**config.mk**
```make
export PLATFORM = sky130hd
export DESIGN_NAME = pipe_hazard_ctrl
export DESIGN_NICKNAME = d
export VERILOG_FILES = /design/src/rtl/pipe_pkg.sv /design/src/rtl/md_busy_counter.sv /design/src/rtl/pipe_hazard_ctrl.sv
export SDC_FILE = /design/constraint.sdc
export NUM_CORES = 1
export LEC_CHECK = 0
export ABC_AREA = 1
export CORE_MARGIN = 4
export CORE_UTILIZATION = 49
export CTS_BUF_LIST = sky130_fd_sc_hd__clkbuf_8
export CTS_CLUSTER_DIAMETER = 40
export DETAILED_ROUTE_END_ITERATION = 10
export MAX_ROUTING_LAYER = met4
export PLACE_DENSITY_LB_ADDON = 0.15
export SLEW_MARGIN = 0
export SYNTH_ARGS = -nofsm -noshare
export SYNTH_HDL_FRONTEND = slang
export SYNTH_SLANG_ARGS = --single-unit
```
**constraint.sdc**
```tcl
create_clock -name clk -period 3.8 [get_ports clk]
set_input_delay 1.14 -clock clk [delete_from_list [all_inputs] [get_ports clk]]
set_output_delay 1.14 -clock clk [all_outputs]
set_load 0.02 [all_outputs]
```
**src/rtl/pipe_pkg.sv**
```systemverilog
// pipe_pkg: shared MDU state encoding, default latencies and the $zero register constant
package pipe_pkg;
  typedef enum logic {IDLE, MD_RUN} md_state_e;
  localparam int MULT_LAT_DEF = 5;
  localparam int DIV_LAT_DEF = 10;
  localparam logic [4:0] ZERO_REG = 5'd0;
endpackage

```
**src/rtl/md_busy_counter.sv**
```systemverilog
// md_busy_counter: loadable down-counter tracking mult/div busy cycles after launch from E
module md_busy_counter
  import pipe_pkg::*;
#(
  parameter int MULT_LAT = MULT_LAT_DEF,
  parameter int DIV_LAT = DIV_LAT_DEF,
  parameter int CNT_W = 4
) (
  input  logic clk,
  input  logic rst_n,
  input  logic start,
  input  logic is_div,
  output logic busy
);
  md_state_e state, state_nx;
  logic [CNT_W-1:0] cnt, cnt_nx;
  // state and counter registers; reset clears a running count at once
  always_ff @(posedge clk or negedge rst_n) begin
    if (!rst_n) begin
      state <= IDLE;
      cnt <= '0;
    end else begin
      state <= state_nx;
      cnt <= cnt_nx;
    end
  end
  // a launch always (re)loads; otherwise count down and leave MD_RUN on the last busy cycle
  always_comb begin
    state_nx = state;
    cnt_nx = cnt;
    if (start) begin
      state_nx = MD_RUN;
      cnt_nx = is_div ? CNT_W'(DIV_LAT) : CNT_W'(MULT_LAT);
    end else if (state == MD_RUN) begin
      cnt_nx = cnt - CNT_W'(1);
      state_nx = (cnt == CNT_W'(1)) ? IDLE : MD_RUN;
    end
  end
  assign busy = cnt != '0;
endmodule

```
**src/rtl/pipe_hazard_ctrl.sv**
```systemverilog
// pipe_hazard_ctrl: stall/flush controller for the 5-stage pipeline; MDU tracking built only with PIPE_HAZARD_MDU_EN
module pipe_hazard_ctrl
  import pipe_pkg::*;
#(
  parameter int MULT_LAT = MULT_LAT_DEF,
  parameter int DIV_LAT = DIV_LAT_DEF,
  parameter int CNT_W = 4
) (
  input  logic        clk,
  input  logic        rst_n,
  input  logic [4:0]  rs_D,
  input  logic [4:0]  rt_D,
  input  logic        use_rs_D,
  input  logic        use_rt_D,
  input  logic        is_branch_D,
  input  logic        md_use_D,
  input  logic [4:0]  wa_E,
  input  logic [4:0]  wa_M,
  input  logic        RegWrite_E,
  input  logic        MemToReg_E,
  input  logic        RegWrite_M,
  input  logic        MemToReg_M,
  input  logic        md_start_E,
  input  logic        md_is_div_E,
  input  logic        exc_M,
  input  logic        eret_M,
  output logic        stall_F,
  output logic        stall_D,
  output logic        flush_D,
  output logic        flush_E,
  output logic        flush_M,
  output logic        md_busy,
  output logic [15:0] stall_cnt
);
  logic match_E, match_M, lu, br, md, fl, stall;
  assign fl = exc_M | eret_M;
`ifdef PIPE_HAZARD_MDU_EN
  md_busy_counter #(.MULT_LAT(MULT_LAT), .DIV_LAT(DIV_LAT), .CNT_W(CNT_W)) u_cnt (
    .clk(clk),
    .rst_n(rst_n),
    .start(md_start_E & ~fl),
    .is_div(md_is_div_E),
    .busy(md_busy)
  );
  assign md = md_use_D & (md_busy | md_start_E);
`else
  logic unused_md;
  assign unused_md = ^{md_use_D, md_start_E, md_is_div_E, (MULT_LAT + DIV_LAT + CNT_W) == 0};
  assign md_busy = 1'b0;
  assign md = 1'b0;
`endif
  // hazard terms and prioritised stall/flush outputs; a flush squashes every stall
  always_comb begin
    match_E = RegWrite_E && wa_E != ZERO_REG && ((use_rs_D && rs_D == wa_E) || (use_rt_D && rt_D == wa_E));
    match_M = RegWrite_M && wa_M != ZERO_REG && ((use_rs_D && rs_D == wa_M) || (use_rt_D && rt_D == wa_M));
    lu = match_E & MemToReg_E;
    br = is_branch_D & (match_E | (match_M & MemToReg_M));
    stall = ~fl & (lu | br | md);
    stall_F = stall;
    stall_D = stall;
    flush_D = fl;
    flush_E = fl | stall;
    flush_M = fl;
  end
  // saturating count of cycles with D held
  always_ff @(posedge clk or negedge rst_n) begin
    if (!rst_n) stall_cnt <= '0;
    else if (stall_D && stall_cnt != 16'hFFFF) stall_cnt <= stall_cnt + 16'd1;
  end
endmodule

```
==> metrics.cfg, run 1 <==
[routing]
drc=0
postRouteAntennaNets=0
vias_per_cell=5.15
drt-pass1-iter-count=4
met2_length_um=1770
drtIter0Drc=150
wl_per_cell_um=12.5
vias=1710
wl_met1_um=2020
routed_wl_um=4140
wl_met3_um=338
routed.top_layer=met4

[timing]
max_slew_margin_pct=50.1
fin_crit_ps=3660
timing.fmax_mhz=273
rsz0062_at_grt=false
setup_ws_ps=135
post-route-period-util_pct=96.4
tns_ps=0
hold_viol=0
holdWs_ps=546
maxSlewViolCount=0
skew_ps=1.93
tightest_slew_ps=746
finalSetupViolCount=0

[global_route]
grt_pass1_vias=1493
grt_pass1_wl_um=7050
grt_use_total_pct=21.9
gr-total-overflow=0
antenna_found_initial=0
grt_max_degree=21

[clock_tree]
clock_path_buffers=2
clk_latency_ps=250
cts-root-buf=clkbuf_8
htreeDepth=1
hold_buffers=0
cts_buffers=3
cts.clk_slew.worst_paths_ps=60
cts_tree=done
clock-sinks=16

[die]
start_util_pct=52.6
die_w_um=63.4
ios=56
coreArea_mm2=0.00285
rows=19
die_y_um=63.4
die_area_mm2=0.00401

[synthesis]
mappedNetlistNets=282
synth_ff_type=dfrtp_1
ys_top_cells_by_area=dfrtp_1 (27%), nand2_1 (26%), nand4_1 (9.6%)
synth-edff-count=0
ys_types=25
synth_cells=247
synth-seq-cells=16
yosysWarnings=0
ys_seq_area_share_pct=26.7
syn_area_per_cell_um2=6.08
syn-cell-area_mm2=0.00150
async_flop_share_pct=100
synth_top_area_share_pct=26.7
synth_top_cell_by_area=dfrtp_1

[setup_path]
cp_cell_sequence=clkdlybuf4s50_1 > buf_4 > nand2_1 > nand2_1 > nor2_2 > nand3_1 > nand2_1 > nand2_1 > nand2_2 > inv_2 > nor2_2 > buf_4
crit_path_end_kind=primary output
max_stage_delay_ps=420
worstPathRequired_ps=2660
worstSetupStartpointType=input pin
cp_max_fo=2
crit_slowest_cell=clkdlybuf4s50_1
worstPathArrival_ps=2520
path_common_cell=nand2_1
path_class=in -> out

[place]
gp_congestion=0.841
place_ws_ps=-372
port_buffers=51
placed_area_mm2=0.00205
place_hpwl_um=3140
dp.cells=329

[power_and_ir_drop]
p_total_mw=0.429
vdd_drop_max_mv=0.249
powerDensity_mw_per_mm2=203
leakage_nw=1.12

[final_layout]
layout-drive-gt1-share_pct=10.3
finalNonFillerCells=332
diodes=0
reg.largest.list=stall_cnt: 16 flops
final_common_cell=nand2_1
fin_nets=338
area_growth_pct=40.5
design_area_mm2=0.00211
largest_register_ffs=16
top_register=stall_cnt
final_util_pct=73.9
final_cell_mix=nand2_1 (102), clkdlybuf4s50_1 (44), inv_1 (29), nand4_1 (23), nor2_1 (21)

[run_status]
outcome=finished clean

[run]
drv_cap=0

[hold_path]
min_path_type=reg -> reg

[path summary, 6_finish.rpt]
kind / end / start / cells past startpoint / slack [ps]
min in group asynchronous: stall_cnt[8] / rst_n / 1 / 1330
min: stall_cnt[11] / stall_cnt[11] / 2 / 550
max: stall_D / wa_M[3] / 12 / 140
min reg2reg: stall_cnt[11] / stall_cnt[11] / 2 / 550
max reg2reg: stall_cnt[2] / stall_cnt[0] / 9 / 1980
max in group asynchronous: stall_cnt[15] / rst_n / 1 / 2000
[per-layer routing]
layer / vias up / track usage, %
li1: 879 / -
met1: 749 / 32.3
met2: 80 / 31.2
met3: 2 / 4.97
met4: 0 / 2.70
met5: - / -
[final cells by class]
cell class | count | area [um^2]
flip-flops and latches | 16 | 400
clock buffers | 3 | 41.3
repair buffers | 60 | 578
well taps | 31 | 38.8
multi-input cells | 190 | 931
fillers | 247 | 743
inverters | 32 | 120
[repair_timing]
| item | CTS | global route |
|---|---|---|
| gates cloned | 0 | 0 |
| setup buffers | 0 | 0 |
| setup endpoints to repair | 3 | 3 |
| resized for setup | 10 | 13 |
[cell usage after synthesis, types with 2 or more instances]
cell / count
buf_6: 2
o21ai_0: 2
xor2_1: 7
nor2_1: 27
nand4_1: 23
nand3_1: 12
xnor2_1: 4
nand2_1: 102
nor3_1: 3
inv_1: 29
dfrtp_1: 16
inv_2: 3
buf_4: 4
nor2_4: 2
[kinds of logic after synthesis]
family                   count (synthesis)  synth area share, %
flip-flops                              16                 26.7
AO/OA/AOI/OAI                            3                 1.17
adder cells (fa/ha/maj)                  1                0.833
XOR/XNOR                                11                 6.42
AND/OR/NAND/NOR                        174                 52.3
other                                    1                0.250
buffers and inverters                   41                 12.3
[critical path: cells and delay by family]
kind	cells	cell delay, ps
and+or+nand+nor	8	620
buffers and inverters	4	760
[where the power goes]
part / internal [mW] / switching, mW / total, mW / leakage, nW
Sequential: 0.175 / 0.00723 / 0.182 / 0.222
Combinational: 0.0590 / 0.0604 / 0.119 / 0.872
Clock: 0.0703 / 0.0575 / 0.128 / 0.0216
Total: 0.304 / 0.125 / 0.429 / 1.12
No activity file was read; power rests on OpenSTA's default activity.
==> run 2: changes to the inputs <==
--- a/config.mk
+++ b/config.mk
@@ -7,8 +7,7 @@
 export LEC_CHECK = 0
 export ABC_AREA = 1
 export CORE_MARGIN = 4
-export CORE_UTILIZATION = 49
-export CTS_BUF_LIST = sky130_fd_sc_hd__clkbuf_8
+export CORE_UTILIZATION = 48
 export CTS_CLUSTER_DIAMETER = 40
 export DETAILED_ROUTE_END_ITERATION = 10
 export MAX_ROUTING_LAYER = met4
==> metrics.cfg, run 2 (synthesis gave the netlist of run 1 again) <==
[setup_path]
cp_cell_sequence=clkdlybuf4s50_1 > inv_1 > buf_4 > nand4_1 > o21bai_1 > inv_1 > nand2_1 > nand2_2 > inv_2 > nand2_1 > buf_2  ; was clkdlybuf4s50_1 > buf_4 > nand2_1 > nand2_1 > nor2_2 > nand3_1 > nand2_1 > nand2_1 > nand2_2 > inv_2 > nor2_2 > buf_4
worstSetupStartpointType=input pin  ; unchanged
cp_num_buf_inv=6  ; was 4
max_stage_delay_ps=400  ; was 420 ps
crit_slowest_cell=clkdlybuf4s50_1  ; unchanged
crit_path_end_kind=primary output  ; unchanged
worstPathArrival_ps=2540  ; was 2520 ps
crit_family=buffers and inverters  ; unchanged
worstPathRequired_ps=2660  ; about the same
path_class=in -> out  ; unchanged
cp_max_fo=5  ; was 2

[run_status]
outcome=finished clean  ; unchanged

[clock_tree]
clk_latency_ps=290  ; was 250 ps
cts-root-buf=clkbuf_4  ; was clkbuf_8
cts_buffers=3  ; unchanged
cts_setup_buffers=0  ; unchanged
htreeDepth=1  ; unchanged
cts_tree=done  ; unchanged
cts.clk_slew.worst_paths_ps=90  ; was 60 ps
hold_buffers=0  ; unchanged
clock_path_buffers=2  ; unchanged
clock-sinks=16  ; unchanged

[timing]
holdWs_ps=541  ; was 546 ps
post-route-period-util_pct=96.9  ; was 96.4%
hold_viol=0  ; unchanged
fin_crit_ps=3680  ; was 3660 ps
tightest_slew_ps=748  ; was 746 ps
max_slew_margin_pct=50.0  ; was 50.1%
maxSlewViolCount=0  ; unchanged
finalSetupViolCount=0  ; unchanged
timing.fmax_mhz=272  ; was 273 MHz
tns_ps=0  ; unchanged
skew_ps=1.02  ; was 1.93 ps

[die]
rows=20  ; was 19
ios=56  ; unchanged
die_area_mm2=0.00409  ; was 0.00401 mm^2
die_y_um=63.9  ; was 63.4 um
die_w_um=63.9  ; was 63.4 um
coreArea_mm2=0.00303  ; was 0.00285 mm^2
start_util_pct=49.6  ; was 52.6%

[final_layout]
diodes=0  ; unchanged
fin_nets=338  ; unchanged
reg.largest.list=stall_cnt: 16 flops  ; unchanged
largest_register_ffs=16  ; unchanged
multi_input_area_um2=923  ; was 931 um^2
nFillCells=265  ; was 247
top_register=stall_cnt  ; unchanged
layout-drive-gt1-share_pct=8.94  ; was 10.3%
area_growth_pct=40.4  ; was 40.5%
final_cell_mix=nand2_1 (102), clkdlybuf4s50_1 (46), inv_1 (29), nor2_1 (26), nand4_1 (23)  ; was nand2_1 (102), clkdlybuf4s50_1 (44), inv_1 (29), nand4_1 (23), nor2_1 (21)
regArea_um2=400  ; unchanged
final_common_cell=nand2_1  ; unchanged

[routing]
vias=1638  ; was 1710
vias_per_cell=4.73  ; was 5.15
postRouteAntennaNets=0  ; unchanged
wl_per_cell_um=11.4  ; was 12.5 um
drtIter0Drc=117  ; was 150
drt-pass1-iter-count=4  ; unchanged
drc=0  ; unchanged
routed_wl_um=3940  ; was 4140 um

[power_and_ir_drop]
p_total_mw=0.411  ; was 0.429 mW
vdd_drop_max_mv=0.273  ; was 0.249 mV
leakage_nw=1.09  ; was 1.12 nW
powerDensity_mw_per_mm2=195  ; was 203 mW/mm^2

[global_route]
antenna_found_initial=0  ; unchanged
grt_max_degree=20  ; was 21
grt_pass1_wl_um=6620  ; was 7050 um
grt_pass1_vias=1524  ; was 1493
grt_use_total_pct=20.5  ; was 21.9%
gr-total-overflow=0  ; unchanged

[run]
drv_cap=0  ; unchanged

[hold_path]
min_path_type=reg -> reg  ; unchanged

[place]
gp_congestion=0.927  ; was 0.841
place_hpwl_um=2990  ; was 3140 um
port_buffers=51  ; unchanged

[run 2: worst paths after layout]
kind                                    start            end  slack, ps  cells past startpoint
worst max-delay path                  wa_E[0]        flush_E        120                     11
worst min-delay path            stall_cnt[13]  stall_cnt[13]        540                      2
worst max register to register   stall_cnt[1]   stall_cnt[5]       2000                      9
worst min register to register  stall_cnt[13]  stall_cnt[13]        540                      2
max in group asynchronous               rst_n   stall_cnt[1]       2050                      1
min in group asynchronous               rst_n   stall_cnt[4]       1280                      1
[run 2: layout make-up]
class,count,share of cell area (%)
timing repair buffer,60,27.2
tap,44,2.61
inverter,32,5.70
multi-input combinational,190,43.8
clock buffer,4,1.72
sequential,16,19.0
[run 2: where the power goes]
group / internal (mW) / switching, mW
sequential: 0.174 / 0.00685
combinational: 0.0583 / 0.0571
clock: 0.0585 / 0.0563
[run 2: what timing repair did]
item	in CTS	in global routing
setup endpoints to repair	3	3
cloned	0	0
resized for setup	12	7
[run 2: metrics by stage]
step | util (%) | cells | instance area (um^2) | setup slack [ps]
2_1_floorplan | - | 247 | 1500 | 184
3_3_place_gp | 68.3 | 342 | 2070 | -365
3_5_place_dp | 68.3 | 342 | 2070 | -371
4_1_cts | 69.2 | 346 | 2100 | 35.7
5_1_grt | 69.6 | 346 | 2110 | -2.56
6_report | 69.6 | 346 | 2110 | 117
[run 2: metal layers]
layer / wire [um] / vias to the layer above / track usage (%)
met4: 40 / 0 / 5.66
li1: - / 881 / -
met3: 165 / 4 / 1.93
met1: 1680 / 724 / 23.5
met2: 2050 / 29 / 37.5
met5: 0 / - / -
[run 2: worst register-to-register path: cells and delay by family, from the launching register on]
family        cells  cell delay, ps
fa+ha+maj         1             230
buf+inv           1             140
flops             1             440
simple gates      7             920
==> run 3: changes to the inputs <==
--- a/config.mk
+++ b/config.mk
@@ -6,6 +6,7 @@
 export NUM_CORES = 1
 export LEC_CHECK = 0
 export ABC_AREA = 1
+export CORE_ASPECT_RATIO = 2
 export CORE_MARGIN = 4
 export CORE_UTILIZATION = 48
 export CTS_CLUSTER_DIAMETER = 40
==> metrics.cfg, run 3 (synthesis gave the netlist of run 1 again) <==
[timing]
skew_ps=2.81  ; was 1.02 ps
fin_crit_ps=3720  ; was 3680 ps
maxSlewViolCount=0  ; unchanged
setup_ws_ps=76.2  ; was 117 ps
finalSetupViolCount=0  ; unchanged
max_slew_margin_pct=49.6  ; was 50.0%
timing.fmax_mhz=269  ; was 272 MHz
post-route-period-util_pct=98.0  ; was 96.9%
rsz0062_at_grt=false
hold_viol=0  ; unchanged
tightest_slew_ps=753  ; was 748 ps
holdWs_ps=548  ; was 541 ps

[setup_path]
cp_max_fo=3  ; was 5
startpoint=wa_E[3]  ; was wa_E[0]
crit_slowest_cell=clkdlybuf4s50_1  ; unchanged
worstPathRequired_ps=2660  ; about the same
r2r-start=stall_cnt[0]  ; was stall_cnt[1]
worstPathArrival_ps=2580  ; was 2540 ps
path_class=in -> out  ; unchanged
cp_cell_sequence=clkdlybuf4s50_1 > inv_1 > nand2_1 > nand2_1 > nor2_1 > nand3_1 > nand2_1 > nand2_1 > nand2_2 > inv_2 > nor2_1 > buf_4  ; was clkdlybuf4s50_1 > inv_1 > buf_4 > nand4_1 > o21bai_1 > inv_1 > nand2_1 > nand2_2 > inv_2 > nand2_1 > buf_2
crit_end=stall_F  ; was flush_E
path_common_cell=nand2_1
crit_path_end_kind=primary output  ; unchanged
worstSetupStartpointType=input pin  ; unchanged
rrSetupSlack_ps=1990  ; was 2000 ps
worst-r2r-cell-count=9  ; unchanged
reg2reg_to=stall_cnt[0]  ; was stall_cnt[5]
max_stage_delay_ps=530  ; was 400 ps

[global_route]
grt_use_total_pct=24.0  ; was 20.5%
antenna_found_initial=0  ; unchanged
grt_pass1_vias=1731  ; was 1524
grt_max_degree=20  ; unchanged
gr-total-overflow=0  ; unchanged
grt_pass1_wl_um=7110  ; was 6620 um

[place]
place_ws_ps=-385  ; was -371 ps
gp_congestion=0.892  ; was 0.927
place_hpwl_um=3510  ; was 2990 um
port_buffers=51  ; unchanged
placed_area_mm2=0.00207  ; about the same

[clock_tree]
clock_path_buffers=2  ; unchanged
cts_tree=done  ; unchanged
cts-root-buf=clkbuf_8  ; was clkbuf_4
clk_latency_ps=260  ; was 290 ps
cts_buffers=3  ; unchanged
cts_setup_buffers=0  ; unchanged
cts.clk_slew.worst_paths_ps=60  ; was 90 ps
hold_buffers=0  ; unchanged
clock-sinks=16  ; unchanged
cts-resized-gates=12  ; unchanged
htreeDepth=1  ; unchanged

[run_status]
outcome=finished clean  ; unchanged

[final_layout]
largest_register_ffs=16  ; unchanged
layout-drive-gt1-share_pct=10.5  ; was 8.94%
final_util_pct=71.3  ; was 69.6%
area_growth_pct=41.5  ; was 40.4%
top_register=stall_cnt  ; unchanged
design_area_mm2=0.00212  ; was 0.00211 mm^2
final_cell_mix=nand2_1 (102), clkdlybuf4s50_1 (46), inv_1 (28), nor2_1 (24), nand4_1 (23)  ; was nand2_1 (102), clkdlybuf4s50_1 (46), inv_1 (29), nor2_1 (26), nand4_1 (23)
fin_nets=340  ; was 338
reg.largest.list=stall_cnt: 16 flops  ; unchanged
nFillCells=262  ; was 265
regArea_um2=400  ; unchanged
multi_input_area_um2=923  ; unchanged
diodes=0  ; unchanged
final_common_cell=nand2_1  ; unchanged

[die]
die_w_um=47.5  ; was 63.9 um
rows=28  ; was 20
die_y_um=87.1  ; was 63.9 um
ios=56  ; unchanged
die_area_mm2=0.00414  ; was 0.00409 mm^2
start_util_pct=50.4  ; was 49.6%
coreArea_mm2=0.00298  ; was 0.00303 mm^2

[routing]
routed_wl_um=4440  ; was 3940 um
wl_per_cell_um=13.3  ; was 11.4 um
drtIter0Drc=69  ; was 117
postRouteAntennaNets=0  ; unchanged
vias=1743  ; was 1638
vias_per_cell=5.22  ; was 4.73
drc=0  ; unchanged
drt-pass1-iter-count=4  ; unchanged

[power_and_ir_drop]
powerDensity_mw_per_mm2=217  ; was 195 mW/mm^2
vdd_drop_max_mv=0.193  ; was 0.273 mV
leakage_nw=1.11  ; was 1.09 nW

[run]
drv_cap=0  ; unchanged

[hold_path]
min_path_type=reg -> reg  ; unchanged

-- run 3: where the power goes --
group | switching [mW] | leakage (nW) | internal (mW)
clock | 0.0643 | 0.0288 | 0.0922
sequential | 0.00810 | 0.222 | 0.175
combinational | 0.0605 | 0.863 | 0.0604
-- run 3: metal layers --
| metal | up-vias | global-route usage, % | wire, um |
|---|---|---|---|
| met5 | - | - | 0 |
| met2 | 56 | 43.9 | 2480 |
| met3 | 19 | 2.48 | 180 |
| li1 | 884 | - | - |
| met4 | 0 | 14.0 | 194 |
| met1 | 784 | 21.6 | 1580 |
-- run 3: how the worst min path moves through the flow --
stage,endpoint,cells past startpoint,from
6_report,stall_cnt[14],2,stall_cnt[14]
5_1_grt,stall_cnt[14],2,stall_cnt[14]
4_1_cts,stall_cnt[14],2,stall_cnt[14]
3_5_place_dp,stall_cnt[14],2,stall_cnt[14]
3_3_place_gp,stall_cnt[14],2,stall_cnt[14]
2_1_floorplan,stall_cnt[14],2,stall_cnt[14]
-- run 3: worst max-delay path: cells and delay by family --
kind / cells / cell delay (ps)
buffers and inverters: 4 / 820
and+or+nand+nor: 8 / 620
-- run 3: area by class of cell --
class / count / area share, %
multi-input cells: 190 / 43.5
repair buffers: 62 / 27.7
flip-flops and latches: 16 / 18.8
inverters: 32 / 5.65
clock buffers: 4 / 2.59
well taps: 30 / 1.77
-- run 3: stage by stage --
step,TNS (ps),instances,power (mW)
floorplan,0,247,0.236
global placement,-1020,330,0.303
detailed placement,-1070,330,0.306
CTS,0,334,0.460
global route,0,334,0.480
finish,0,334,0.460
